`config.mk`:
```
export PLATFORM = sky130hd
export DESIGN_NAME = fib_sequencer
export DESIGN_NICKNAME = d
export VERILOG_FILES = /design/src/rtl/fib_sequencer.sv
export SDC_FILE = /design/constraint.sdc
export NUM_CORES = 1
export LEC_CHECK = 0
export BUFFER_PORTS_ARGS = -buffer_cell sky130_fd_sc_hd__buf_2
export CORE_ASPECT_RATIO = 1.4
export CORE_MARGIN = 1
export CORE_UTILIZATION = 43
export DETAILED_ROUTE_END_ITERATION = 10
export PLACE_DENSITY_LB_ADDON = 0.25
export SYNTH_ARGS = -nofsm -noshare
export SYNTH_HDL_FRONTEND = slang
export SYNTH_SLANG_ARGS = --single-unit
```
`constraint.sdc`:
```
create_clock -name clk -period 2.33 [get_ports clk]
set_input_delay 0.233 -clock clk [delete_from_list [all_inputs] [get_ports clk]]
set_output_delay 0.233 -clock clk [all_outputs]
set_load 0.1 [all_outputs]
```
`src/rtl/fib_sequencer.sv`:
```
// Fibonacci fill sequencer: drives an external regfile + ALU so that r0/r1 get seeds
// and each r[k] = r[k-2] + r[k-1], stopping early on ALU carry.
module fib_sequencer #(
  parameter int unsigned LAST_REG = 15,
  parameter logic [3:0]  ADD_OP   = 4'b0101
) (
  input  logic        clk,
  input  logic        reset,
  input  logic        start,
  input  logic [15:0] seed0,
  input  logic [15:0] seed1,
  input  logic        aluCarry,
  output logic [15:0] regEnable,
  output logic [3:0]  srcA,
  output logic [3:0]  srcB,
  output logic [3:0]  opcode,
  output logic        selImm,
  output logic [15:0] immediate,
  output logic        busy,
  output logic        done,
  output logic        overflow
);

  localparam logic [3:0] LastK = 4'(LAST_REG);

  typedef enum logic [2:0] {StIdle, StInit0, StInit1, StAdd, StDone} state_t;

  state_t      state_q, state_d;
  logic [3:0]  k_q, k_d;
  logic        ovf_q, ovf_d;

  logic [15:0] en_d;
  logic [3:0]  srca_d, srcb_d, op_d;
  logic        sel_d;
  logic [15:0] imm_d;
  logic        busy_d, done_d;

  always_comb begin
    state_d = state_q;
    k_d     = k_q;
    ovf_d   = ovf_q;
    case (state_q)
      StIdle: begin
        k_d = 4'd0;
        if (start) begin
          state_d = StInit0;
          ovf_d   = 1'b0;
        end
      end
      StInit0: state_d = StInit1;
      StInit1: begin
        state_d = StAdd;
        k_d     = 4'd2;
      end
      StAdd: begin
        if (aluCarry) ovf_d = 1'b1;
        if (aluCarry || k_q == LastK) state_d = StDone;
        else k_d = k_q + 4'd1;
      end
      StDone: begin
        state_d = StIdle;
        k_d     = 4'd0;
      end
      default: begin
        state_d = StIdle;
        k_d     = 4'd0;
      end
    endcase
  end

  // Outputs are decoded from the next state/k and registered, so they are pure flop
  // outputs (no input-to-output path) that still line up with the state they describe.
  always_comb begin
    en_d   = '0;
    srca_d = '0;
    srcb_d = '0;
    op_d   = '0;
    sel_d  = 1'b0;
    imm_d  = '0;
    busy_d = 1'b0;
    done_d = 1'b0;
    case (state_d)
      StInit0: begin
        en_d   = 16'h0001;
        sel_d  = 1'b1;
        imm_d  = seed0;
        busy_d = 1'b1;
      end
      StInit1: begin
        en_d   = 16'h0002;
        sel_d  = 1'b1;
        imm_d  = seed1;
        busy_d = 1'b1;
      end
      StAdd: begin
        en_d   = 16'h0001 << k_d;
        srca_d = k_d - 4'd2;
        srcb_d = k_d - 4'd1;
        op_d   = ADD_OP;
        busy_d = 1'b1;
      end
      StDone: begin
        busy_d = 1'b1;
        done_d = 1'b1;
      end
      default: ;
    endcase
  end

  always_ff @(posedge clk) begin
    if (reset) begin
      state_q   <= StIdle;
      k_q       <= '0;
      ovf_q     <= 1'b0;
      regEnable <= '0;
      srcA      <= '0;
      srcB      <= '0;
      opcode    <= '0;
      selImm    <= 1'b0;
      immediate <= '0;
      busy      <= 1'b0;
      done      <= 1'b0;
    end else begin
      state_q   <= state_d;
      k_q       <= k_d;
      ovf_q     <= ovf_d;
      regEnable <= en_d;
      srcA      <= srca_d;
      srcB      <= srcb_d;
      opcode    <= op_d;
      selImm    <= sel_d;
      immediate <= imm_d;
      busy      <= busy_d;
      done      <= done_d;
    end
  end

  assign overflow = ovf_q;

endmodule

```
==> qor.txt <==
Final Wtd Congestion: 0.8602
Number of I/O port buffers: 81
Core Region: 4572 um2
ANT cells: 0
RSZ-0062 raised after global routing: false
Tmin final: 2218 ps
I/O pin total: 84
Met1 WL: 1855 um
Worst slew margin: 47.68%
Net Sw Frac: 36.61%
Final hold vios: 0
Seq cells post-synth: 52
DR vias/cell: 5.070
Post-Syn Area: 2054 um2
Critical path data required time: 2570 ps
Comb power frac: 28.0%
Least-Margin Pin Slew: 775.0 ps
Critical path origin: k_q[1]$_SDFF_PP0_
Asr flop ratio synth: 0%
Cells along the critical path: ha_4 -> and3_4 -> nand2b_1 -> a32oi_1 -> or2_2 -> ha_1 -> or4_1 -> a21oi_1
WL per Instance: 12.55 um
Worst R2R Start: k_q[1]$_SDFF_PP0_
Slew Limit Fails: 0
Initial core utilization: 44.94%
TritonCTS clock tree: built
Root buf cell: clkbuf_8
CTS sink cnt: 52
Die X: 60.42 um
Main synth FF type: dfxtp_1
Kind of critical path: flop to flop
Sum of negative setup slack: 0 ps
Fill count: 440
Top routing layer in use: met4
Hold_sp: seed0[11]
Max_cap viols: 0
Critical path's largest stage delay: 520 ps
Antenna Violating Nets Remaining: 0
Worst Path Max Fanout: 5
DIE AREA: 5062 um2
Net count reported at finish: 355
Register area share after synthesis: 50.67%
R2R depth: 8
Status: completed
CP arrival: 2460 ps
Total CTS buffers: 5
Pleak: 0.001261 uW
Vias in the first global route: 1762
Met2 wire length: 2475 um
First-pass GRT wire length: 7866 um
Clock power share: 25.0%
Switching power: 735.7 uW
Cts hold-fix bufs: 0
DRT iter0 DRCs: 70
Startpoint types: flop
Period utilization: 95.21%
GRT overflow: 0
Hold-critical path depth: 3
Routed WL: 4694 um
Drt pass-1 iters: 4
Global Route Usage Sum: 20.51%
Row cnt: 29
Via count: 1896
Post-Synthesis Cells: 220
Placed cells: 366
DP HPWL: 3652 um
Clock Latency Late Sink: 310 ps
Initial antenna violation count: 0
Pin count of the biggest net entering global routing: 27
Yosys cell types: 44
DR DRC count: 0
CP max stage cell: or4_1
WL met3: 236 um
Die Y-Extent: 83.79 um
Final hold slack: 155.3 ps
VDD IR max: 416.0 uV
Flop pwr share: 47.0%
Synth-to-Final Area Change: 31.30%
Classification of the worst-slack hold path: input pin to flop
H-tree depth: 2
Skew final: 9.067 ps
Maximum clock frequency: 0.4508 GHz
Syn avg cell area: 9.339 um2
CP Capture Type: flop
Layout Cells excl Fill: 374
Setup violators final: 0
Clk buf depth: 2
Layout cells sized above 1: 36.54%
Synth Warn #: 0
Post-synth EDFFs: 0
Reg clk slew, reported paths: 90 ps
Int Pwr: 1274 uW
Power Dens Cells: 744.9 nW/um2
-- placed cells by master (no fill, tap or decap), types with 2 or more instances in the layout --
master | synthesis | layout
nor3b_1 | 3 | 3
dfxtp_2 | 0 | 2
o21ai_0 | 6 | 4
conb_1 | 1 | 2
a32oi_1 | 2 | 2
nand2_1 | 6 | 6
mux2i_1 | 4 | 4
buf_4 | 3 | 17
or4_1 | 2 | 2
o31ai_1 | 2 | 2
a21oi_1 | 8 | 8
nand3b_1 | 2 | 2
nand3_1 | 3 | 3
dfxtp_1 | 52 | 50
o21ai_1 | 0 | 2
a31oi_1 | 2 | 2
nand2b_1 | 7 | 7
clkbuf_8 | 0 | 5
nor2_1 | 38 | 38
a22oi_1 | 16 | 16
or2_2 | 2 | 2
inv_1 | 6 | 6
buf_2 | 2 | 81
ha_1 | 8 | 7
nor3_1 | 14 | 14
-- synth_stat cells (2+ instances only) --
cell / n / area [um2]
nor2_1: 38 / 142.6
a31oi_1: 2 / 12.51
or2_2: 2 / 12.51
buf_2: 2 / 10.01
o21ai_0: 6 / 30.03
clkbuf_1: 9 / 33.78
nor3b_1: 3 / 22.52
nand3b_1: 2 / 15.01
inv_1: 6 / 22.52
buf_4: 3 / 22.52
or4_1: 2 / 15.01
and3_1: 2 / 12.51
nand2b_1: 7 / 43.79
mux2i_1: 4 / 40.04
a21oi_1: 8 / 40.04
a32oi_1: 2 / 17.52
dfxtp_1: 52 / 1041
ha_1: 8 / 100.1
nand2_1: 6 / 22.52
a22oi_1: 16 / 120.1
o31ai_1: 2 / 15.01
nand3_1: 3 / 15.01
nor3_1: 14 / 70.07
-- power by group through the flow --
stage / combinational, uW / clock (uW) / sequential [uW]
3_5_place_dp: 563 / 0 / 964
2_1_floorplan: 170 / 0 / 1240
5_1_grt: 597 / 562 / 950
3_3_place_gp: 560 / 0 / 963
4_1_cts: 564 / 517 / 944
6_report: 562 / 503 / 944
-- metrics by stage --
step           setup WS, ps  cell area [um2]  total power [uW]  utilization, %
2_1_floorplan         2.681             2071              1406               -
3_3_place_gp          122.6             2604              1523           56.95
3_5_place_dp          65.09             2604              1527           56.95
4_1_cts               30.82             2690              2026           58.84
5_1_grt               7.002             2698              2109           59.00
6_report              111.7             2698              2010           59.00
-- worst max-delay path, delay by kind of cell, from the launching register on --
family	cells	cell delay [ps]
adders and majority gates	2	360
and+or+nand+nor	4	1170
AOI/OAI and AO/OA	2	270
DFF	1	360
-- what timing repair did --
item,4_1_cts,5_1_grt
setup buffers,0,0
endpoints found under the setup margin,0,7
gates resized for setup,0,6
-- per-layer routing --
metal | up-vias | track usage [%]
li1 | 952 | -
met3 | 13 | 5.116
met2 | 71 | 35.36
met1 | 860 | 22.76
met4 | 0 | 9.091
met5 | - | 0
-- flip-flops by register name, summed over array words and instances (netlist names) --
name       cells
state_q        3
k_q            4
busy           1
done           1
srcB           4
selImm         1
overflow       1
srcA           4
opcode         1
immediate     16
regEnable     16
-- layout make-up --
class / count / area [um2] / share of cell area (%)
Clock buffer: 6 / 72.57 / 2.690
Clock inverter: 2 / 13.76 / 0.5102
Inverter: 6 / 22.52 / 0.8349
Multi-Input combinational cell: 148 / 934.6 / 34.65
Sequential cell: 52 / 1044 / 38.68
Tap cell: 62 / 77.57 / 2.876
Timing Repair Buffer: 98 / 533.0 / 19.76
-- path summary, 6_finish.rpt --
check / end / slack [ps]
setup reg to reg: srcA[3]$_SDFF_PP0_ / 110
hold / removal: immediate[11]$_SDFF_PP0_ / 160
hold reg to reg: overflow$_SDFFE_PP0P_ / 540
setup / recovery: srcA[3]$_SDFF_PP0_ / 110
-- cell families (layout without fill, tap and decap cells) --
| family | count (synthesis) | after routing | synth area share [%] |
|---|---|---|---|
| compound gates | 46 | 46 | 15.65 |
| flops | 52 | 52 | 50.67 |
| buf+inv | 21 | 112 | 4.872 |
| simple gates | 88 | 88 | 21.80 |
| mux | 4 | 4 | 1.949 |
| other cells | 1 | 2 | 0.1825 |
| fa+ha+maj | 8 | 8 | 4.872 |
Note: power is estimated with default switching activity, not from simulation.
